## src/rtl/ahb_slave.sv

```systemverilog
// AHB-Lite responder that turns each accepted bus transfer into one valid/ready
// request on a simple target interface, stretching the data phase until the target completes.
module ahb_slave #(
    parameter int DATA_WIDTH = 32,
    parameter int ADDR_WIDTH = 32
) (
    input  logic                  i_clk_ahb,
    input  logic                  i_rst_ahb,
    input  logic                  i_hsel,
    input  logic                  i_hready,
    input  logic [1:0]            i_htrans,
    input  logic                  i_hwrite,
    input  logic [2:0]            i_hsize,
    input  logic [ADDR_WIDTH-1:0] i_haddr,
    input  logic [DATA_WIDTH-1:0] i_hwdata,
    output logic                  o_hreadyout,
    output logic                  o_hresp,
    output logic [DATA_WIDTH-1:0] o_hrdata,
    output logic                  o_valid,
    output logic                  o_rd0_wr1,
    output logic [ADDR_WIDTH-1:0] o_addr,
    output logic [DATA_WIDTH-1:0] o_wr_data,
    output logic [2:0]            o_size,
    input  logic                  i_ready,
    input  logic                  i_rd_valid,
    input  logic [DATA_WIDTH-1:0] i_rd_data
);

    typedef enum logic [2:0] {
        S_IDLE,
        S_WR_DATA,
        S_WR_REQ,
        S_RD_REQ,
        S_RD_WAIT,
        S_ERR1,
        S_ERR2
    } state_t;

    state_t                state_q, state_d;
    logic [ADDR_WIDTH-1:0] addr_q, addr_d;
    logic                  write_q, write_d;
    logic [2:0]            size_q, size_d;
    logic [DATA_WIDTH-1:0] wdata_q, wdata_d;
    logic [DATA_WIDTH-1:0] rdata_q, rdata_d;
    logic                  accept;

    // Only NONSEQ/SEQ matter; BUSY and IDLE are both treated as no transfer.
    logic unused_htrans;
    assign unused_htrans = i_htrans[0];

    assign accept = ((state_q == S_IDLE) || (state_q == S_ERR2)) &&
                    i_hsel && i_hready && i_htrans[1];

    always_comb begin
        state_d = state_q;
        addr_d  = addr_q;
        write_d = write_q;
        size_d  = size_q;
        wdata_d = wdata_q;
        rdata_d = rdata_q;
        case (state_q)
            S_IDLE, S_ERR2: begin
                state_d = S_IDLE;
                if (accept) begin
                    addr_d  = i_haddr;
                    write_d = i_hwrite;
                    size_d  = i_hsize;
                    if (i_hsize > 3'b010) begin
                        state_d = S_ERR1;
                    end else if (i_hwrite) begin
                        state_d = S_WR_DATA;
                    end else begin
                        state_d = S_RD_REQ;
                    end
                end
            end
            S_WR_DATA: begin
                wdata_d = i_hwdata;
                state_d = S_WR_REQ;
            end
            S_WR_REQ: begin
                if (i_ready) begin
                    state_d = S_IDLE;
                end
            end
            S_RD_REQ: begin
                if (i_ready) begin
                    if (i_rd_valid) begin
                        rdata_d = i_rd_data;
                        state_d = S_IDLE;
                    end else begin
                        state_d = S_RD_WAIT;
                    end
                end
            end
            S_RD_WAIT: begin
                if (i_rd_valid) begin
                    rdata_d = i_rd_data;
                    state_d = S_IDLE;
                end
            end
            S_ERR1: begin
                state_d = S_ERR2;
            end
            default: begin
                state_d = S_IDLE;
            end
        endcase
    end

    always_ff @(posedge i_clk_ahb or posedge i_rst_ahb) begin
        if (i_rst_ahb) begin
            state_q <= S_IDLE;
            addr_q  <= '0;
            write_q <= 1'b0;
            size_q  <= 3'b000;
            wdata_q <= '0;
            rdata_q <= '0;
        end else begin
            state_q <= state_d;
            addr_q  <= addr_d;
            write_q <= write_d;
            size_q  <= size_d;
            wdata_q <= wdata_d;
            rdata_q <= rdata_d;
        end
    end

    // Every cycle of the data phase except the completing one holds the bus.
    assign o_hreadyout = (state_q == S_IDLE) || (state_q == S_ERR2);
    assign o_hresp     = (state_q == S_ERR1) || (state_q == S_ERR2);
    assign o_valid     = (state_q == S_WR_REQ) || (state_q == S_RD_REQ);
    assign o_hrdata    = rdata_q;
    assign o_rd0_wr1   = write_q;
    assign o_addr      = addr_q;
    assign o_wr_data   = wdata_q;
    assign o_size      = size_q;

endmodule

```

## config.mk

```make
export PLATFORM = sky130hd
export DESIGN_NAME = ahb_slave
export DESIGN_NICKNAME = d
export VERILOG_FILES = /design/src/rtl/ahb_slave.sv
export SDC_FILE = /design/constraint.sdc
export NUM_CORES = 1
export LEC_CHECK = 0
export CAP_MARGIN = 25
export CORE_ASPECT_RATIO = 0.5
export CORE_MARGIN = 5
export CORE_UTILIZATION = 39
export DETAILED_ROUTE_END_ITERATION = 7
export GPL_ROUTABILITY_DRIVEN = 0
export PLACE_DENSITY = 0.82
export SETUP_SLACK_MARGIN = 0.05
export SLEW_MARGIN = 20
export SYNTH_ARGS = -nofsm -noshare
export SYNTH_HDL_FRONTEND = slang
export SYNTH_SLANG_ARGS = --single-unit
```

## constraint.sdc

```tcl
create_clock -name i_clk_ahb -period 3.3 [get_ports i_clk_ahb]
set_input_delay 0.33 -clock i_clk_ahb [delete_from_list [all_inputs] [get_ports i_clk_ahb]]
set_output_delay 0.33 -clock i_clk_ahb [all_outputs]
set_load 0.005 [all_outputs]
```

==> impl_metrics.ini <==
[status]
status = finished, final reports clean

[setup_path]
timing.critical_path.from_type = register
worst-r2r-cell-count = 4
worst-endpoint-required_ps = 2970
crit_path_max_fanout = 10
worstSetupEndpointType = output port
kind_of_critical_path = reg2out
arrival_time_at_the_worst_endpoint_ps = 1760

[synth]
synth_compound_gate_area_share_pct = 1.70
post-synth-top-area-cell = sky130_fd_sc_hd__dfrtp_1
synth-simple-area-share_pct = 2.17
syn_nets = 351
ys_types = 25
yosys_register_bits = 103
async_set_reset_flop_share_out_of_synthesis_pct = 100
post_synth_mux_area_share_pct = 28.4
synth_area_leaders = sky130_fd_sc_hd__dfrtp_1, sky130_fd_sc_hd__mux2_1, sky130_fd_sc_hd__mux2_2
syn-mean-instance-area_um2 = 16.3
syn-instance-count = 243
synth-warning-count = 0
yosys.area_share.xor_xnor_pct = 0.221
synth_top_family_by_area = multiplexers
yosys.area_share.adder_pct = 0
synth_largest_type_area_fraction_pct = 64.9
synth_edf_count = 0
yosysSeqAreaShare_pct = 64.9
synth_flop_cell = sky130_fd_sc_hd__dfrtp_1
netlist_area_mm2 = 0.00397

[clock_network]
post_cts_buffers = 0
cts_htree_levels = 3
clock_tree_buf_depth = 2
postCtsResizedCells = 0
cts.sinks = 103
worst_skew_pair.late_latency_ps = 330
cts.root.buffer_cell = sky130_fd_sc_hd__clkbuf_16
tritoncts = built
cts_buf_count = 9
clkTransAtPathRegs_ps = 70
cts_hold_buffers_added = 0

[sta]
hold_slack_ps = 454
grt_setup_unrepaired = false
worstMarginPinSlew_ps = 653
setup_total_negative_slack_ps = 0
timing.fmax_ghz = 0.477
timing.final.setup_violations = 0
post-route-period-util_pct = 63.5
final_period_minus_worst_setup_slack_ps = 2090
final_max_slew_viol_count = 0
report.final.hold_viol_count = 0
fin_skew_ps = 5.36
max-slew-margin-rel_pct = 56.5

[routing]
dr.pass1.iters = 4
drc_errors = 0
avgViaCountPerCell = 4.55
finalWirelength_um = 10300
antenna_left = 0
dr.first_iter.drc_count = 82
detail_route.wl_per_cell_um = 17.1
total_vias_in_the_final_route = 2730

[power_and_ir_drop]
cell_internal_pwr_mw = 3.84
net-switching-power_mw = 1.32
ir_drop_mv = 0.328
power.static_leakage_nw = 2.70
power-per-cell-area_mw_per_mm2 = 796
clkPwrFrac_pct = 19.2
power_frac_seq_pct = 41.0
netSwitchingFraction_pct = 25.5
power_frac_comb_pct = 39.7

[place]
io_buffer_count = 209
hpwlAfterDp_um = 7910

[die]
floorplan.rows = 26
start_util_pct = 39.4
die-width_um = 153
floorplan.io_pins = 211
floorplan.die.height_um = 81.3
dieArea_mm2 = 0.0124
core-area_mm2 = 0.0101

[run]
max-cap-violations = 0

[hold_path]
worstHoldPathType = in2async

[grt]
first_global_vias = 2968
global_route.usage.total_pct = 16.1
grt_first_pass_wirelength_um = 15700
grt-ovfl-total = 0
grt_max_degree = 55
antenna_violations_before_repair = 0

[finish]
syn2layout_area_growth_pct = 63.4
antennaDiodeCount = 0
design.final.nets = 563
layout_cells_sized_above_1_pct = 14.1
[final cells by class]
| type | instances | area, um^2 |
|---|---|---|
| multi-input cells | 124 | 1300 |
| well taps | 140 | 175 |
| inverters | 4 | 17.5 |
| clock inverters | 3 | 17.5 |
| flip-flops and latches | 103 | 2580 |
| clock buffers | 13 | 260 |
| repair buffers | 213 | 2130 |
| fillers | 752 | 3600 |
[logic make-up after synthesis]
family	Yosys count
buffers and inverters	16
DFF	103
and+or+nand+nor	14
AOI/OAI and AO/OA	9
xor gates and xnor gates	1
muxes	100
[registers in the layout (all words and copies together), names as in the netlist]
signal     count
o_hrdata      32
o_rd0_wr1      1
o_size         3
o_wr_data     32
state_q        3
o_addr        32
[power groups by stage]
stage,clock network [mW],registers [mW],logic [mW]
after detailed placement,0,2.15,2.08
final,0.992,2.12,2.05
after CTS,1.02,2.13,2.09
after floorplan,0,2.18,0.553
after global placement,0,2.11,2.05
after global routing,1.07,2.20,2.17
[per-stage QoR]
stage | area [um^2] | power [mW] | std cells | util, % | setup slack [ps]
after CTS | 6490 | 5.23 | 600 | 64.3 | 1200
after global placement | 6210 | 4.16 | 584 | 61.6 | 1210
after detailed placement | 6210 | 4.23 | 584 | 61.6 | 1190
after floorplan | 3970 | 2.74 | 243 | - | 266
after global routing | 6490 | 5.44 | 600 | 64.3 | 1120
final | 6490 | 5.16 | 600 | 64.3 | 1210
[path summary, 6_finish.rpt]
kind	end	slack, ps	startpoint
worst max-delay path	o_hresp	1210	state_q[1]$_DFFE_PP0P_
worst min-delay path	o_wr_data[13]$_DFFE_PP0P_	450	i_rst_ahb
worst max register to register	o_addr[21]$_DFFE_PP0P_	1410	state_q[1]$_DFFE_PP0P_
worst min register to register	o_addr[8]$_DFFE_PP0P_	480	o_addr[8]$_DFFE_PP0P_
max in group asynchronous	state_q[2]$_DFFE_PP0P_	2130	i_rst_ahb
min in group i_clk_ahb	o_addr[8]$_DFFE_PP0P_	480	o_addr[8]$_DFFE_PP0P_
[Yosys cell counts, drive strengths merged (2+ instances only)]
cell type and n:
dfrtp 103, mux2 100, buf 12, inv 4, nand2b 3, nor2 3
a21oi 2, nand3b 2, o21ai 2
[critical path: stages, from the launching register on]
cell                              delay (ps)
sky130_fd_sc_hd__dfrtp_1                 500
sky130_fd_sc_hd__nand2b_1                240
sky130_fd_sc_hd__a21oi_1                 160
sky130_fd_sc_hd__clkdlybuf4s50_1         540
[metal layers]
layer	up-vias	share of wire, %	global-route usage (%)
li1	1284	-	-
met1	1367	36	16.8
met2	67	59	32.7
met3	12	3.7	3.67
met4	0	1.9	5.51
met5	-	0	0
[cell usage in the layout (no fill, tap or decap), types with 2 or more instances in the layout]
cell	count
sky130_fd_sc_hd__buf_4	3
sky130_fd_sc_hd__nand3b_1	2
sky130_fd_sc_hd__clkdlybuf4s50_1	209
sky130_fd_sc_hd__clkbuf_8	2
sky130_fd_sc_hd__nand2b_1	3
sky130_fd_sc_hd__mux2_2	43
sky130_fd_sc_hd__clkbuf_1	2
sky130_fd_sc_hd__mux2_1	57
sky130_fd_sc_hd__dfrtp_1	103
sky130_fd_sc_hd__clkinv_2	2
sky130_fd_sc_hd__a21oi_1	2
sky130_fd_sc_hd__nor2_1	2
sky130_fd_sc_hd__clkbuf_16	9
sky130_fd_sc_hd__inv_1	3
(Power assumes the default switching activity.)
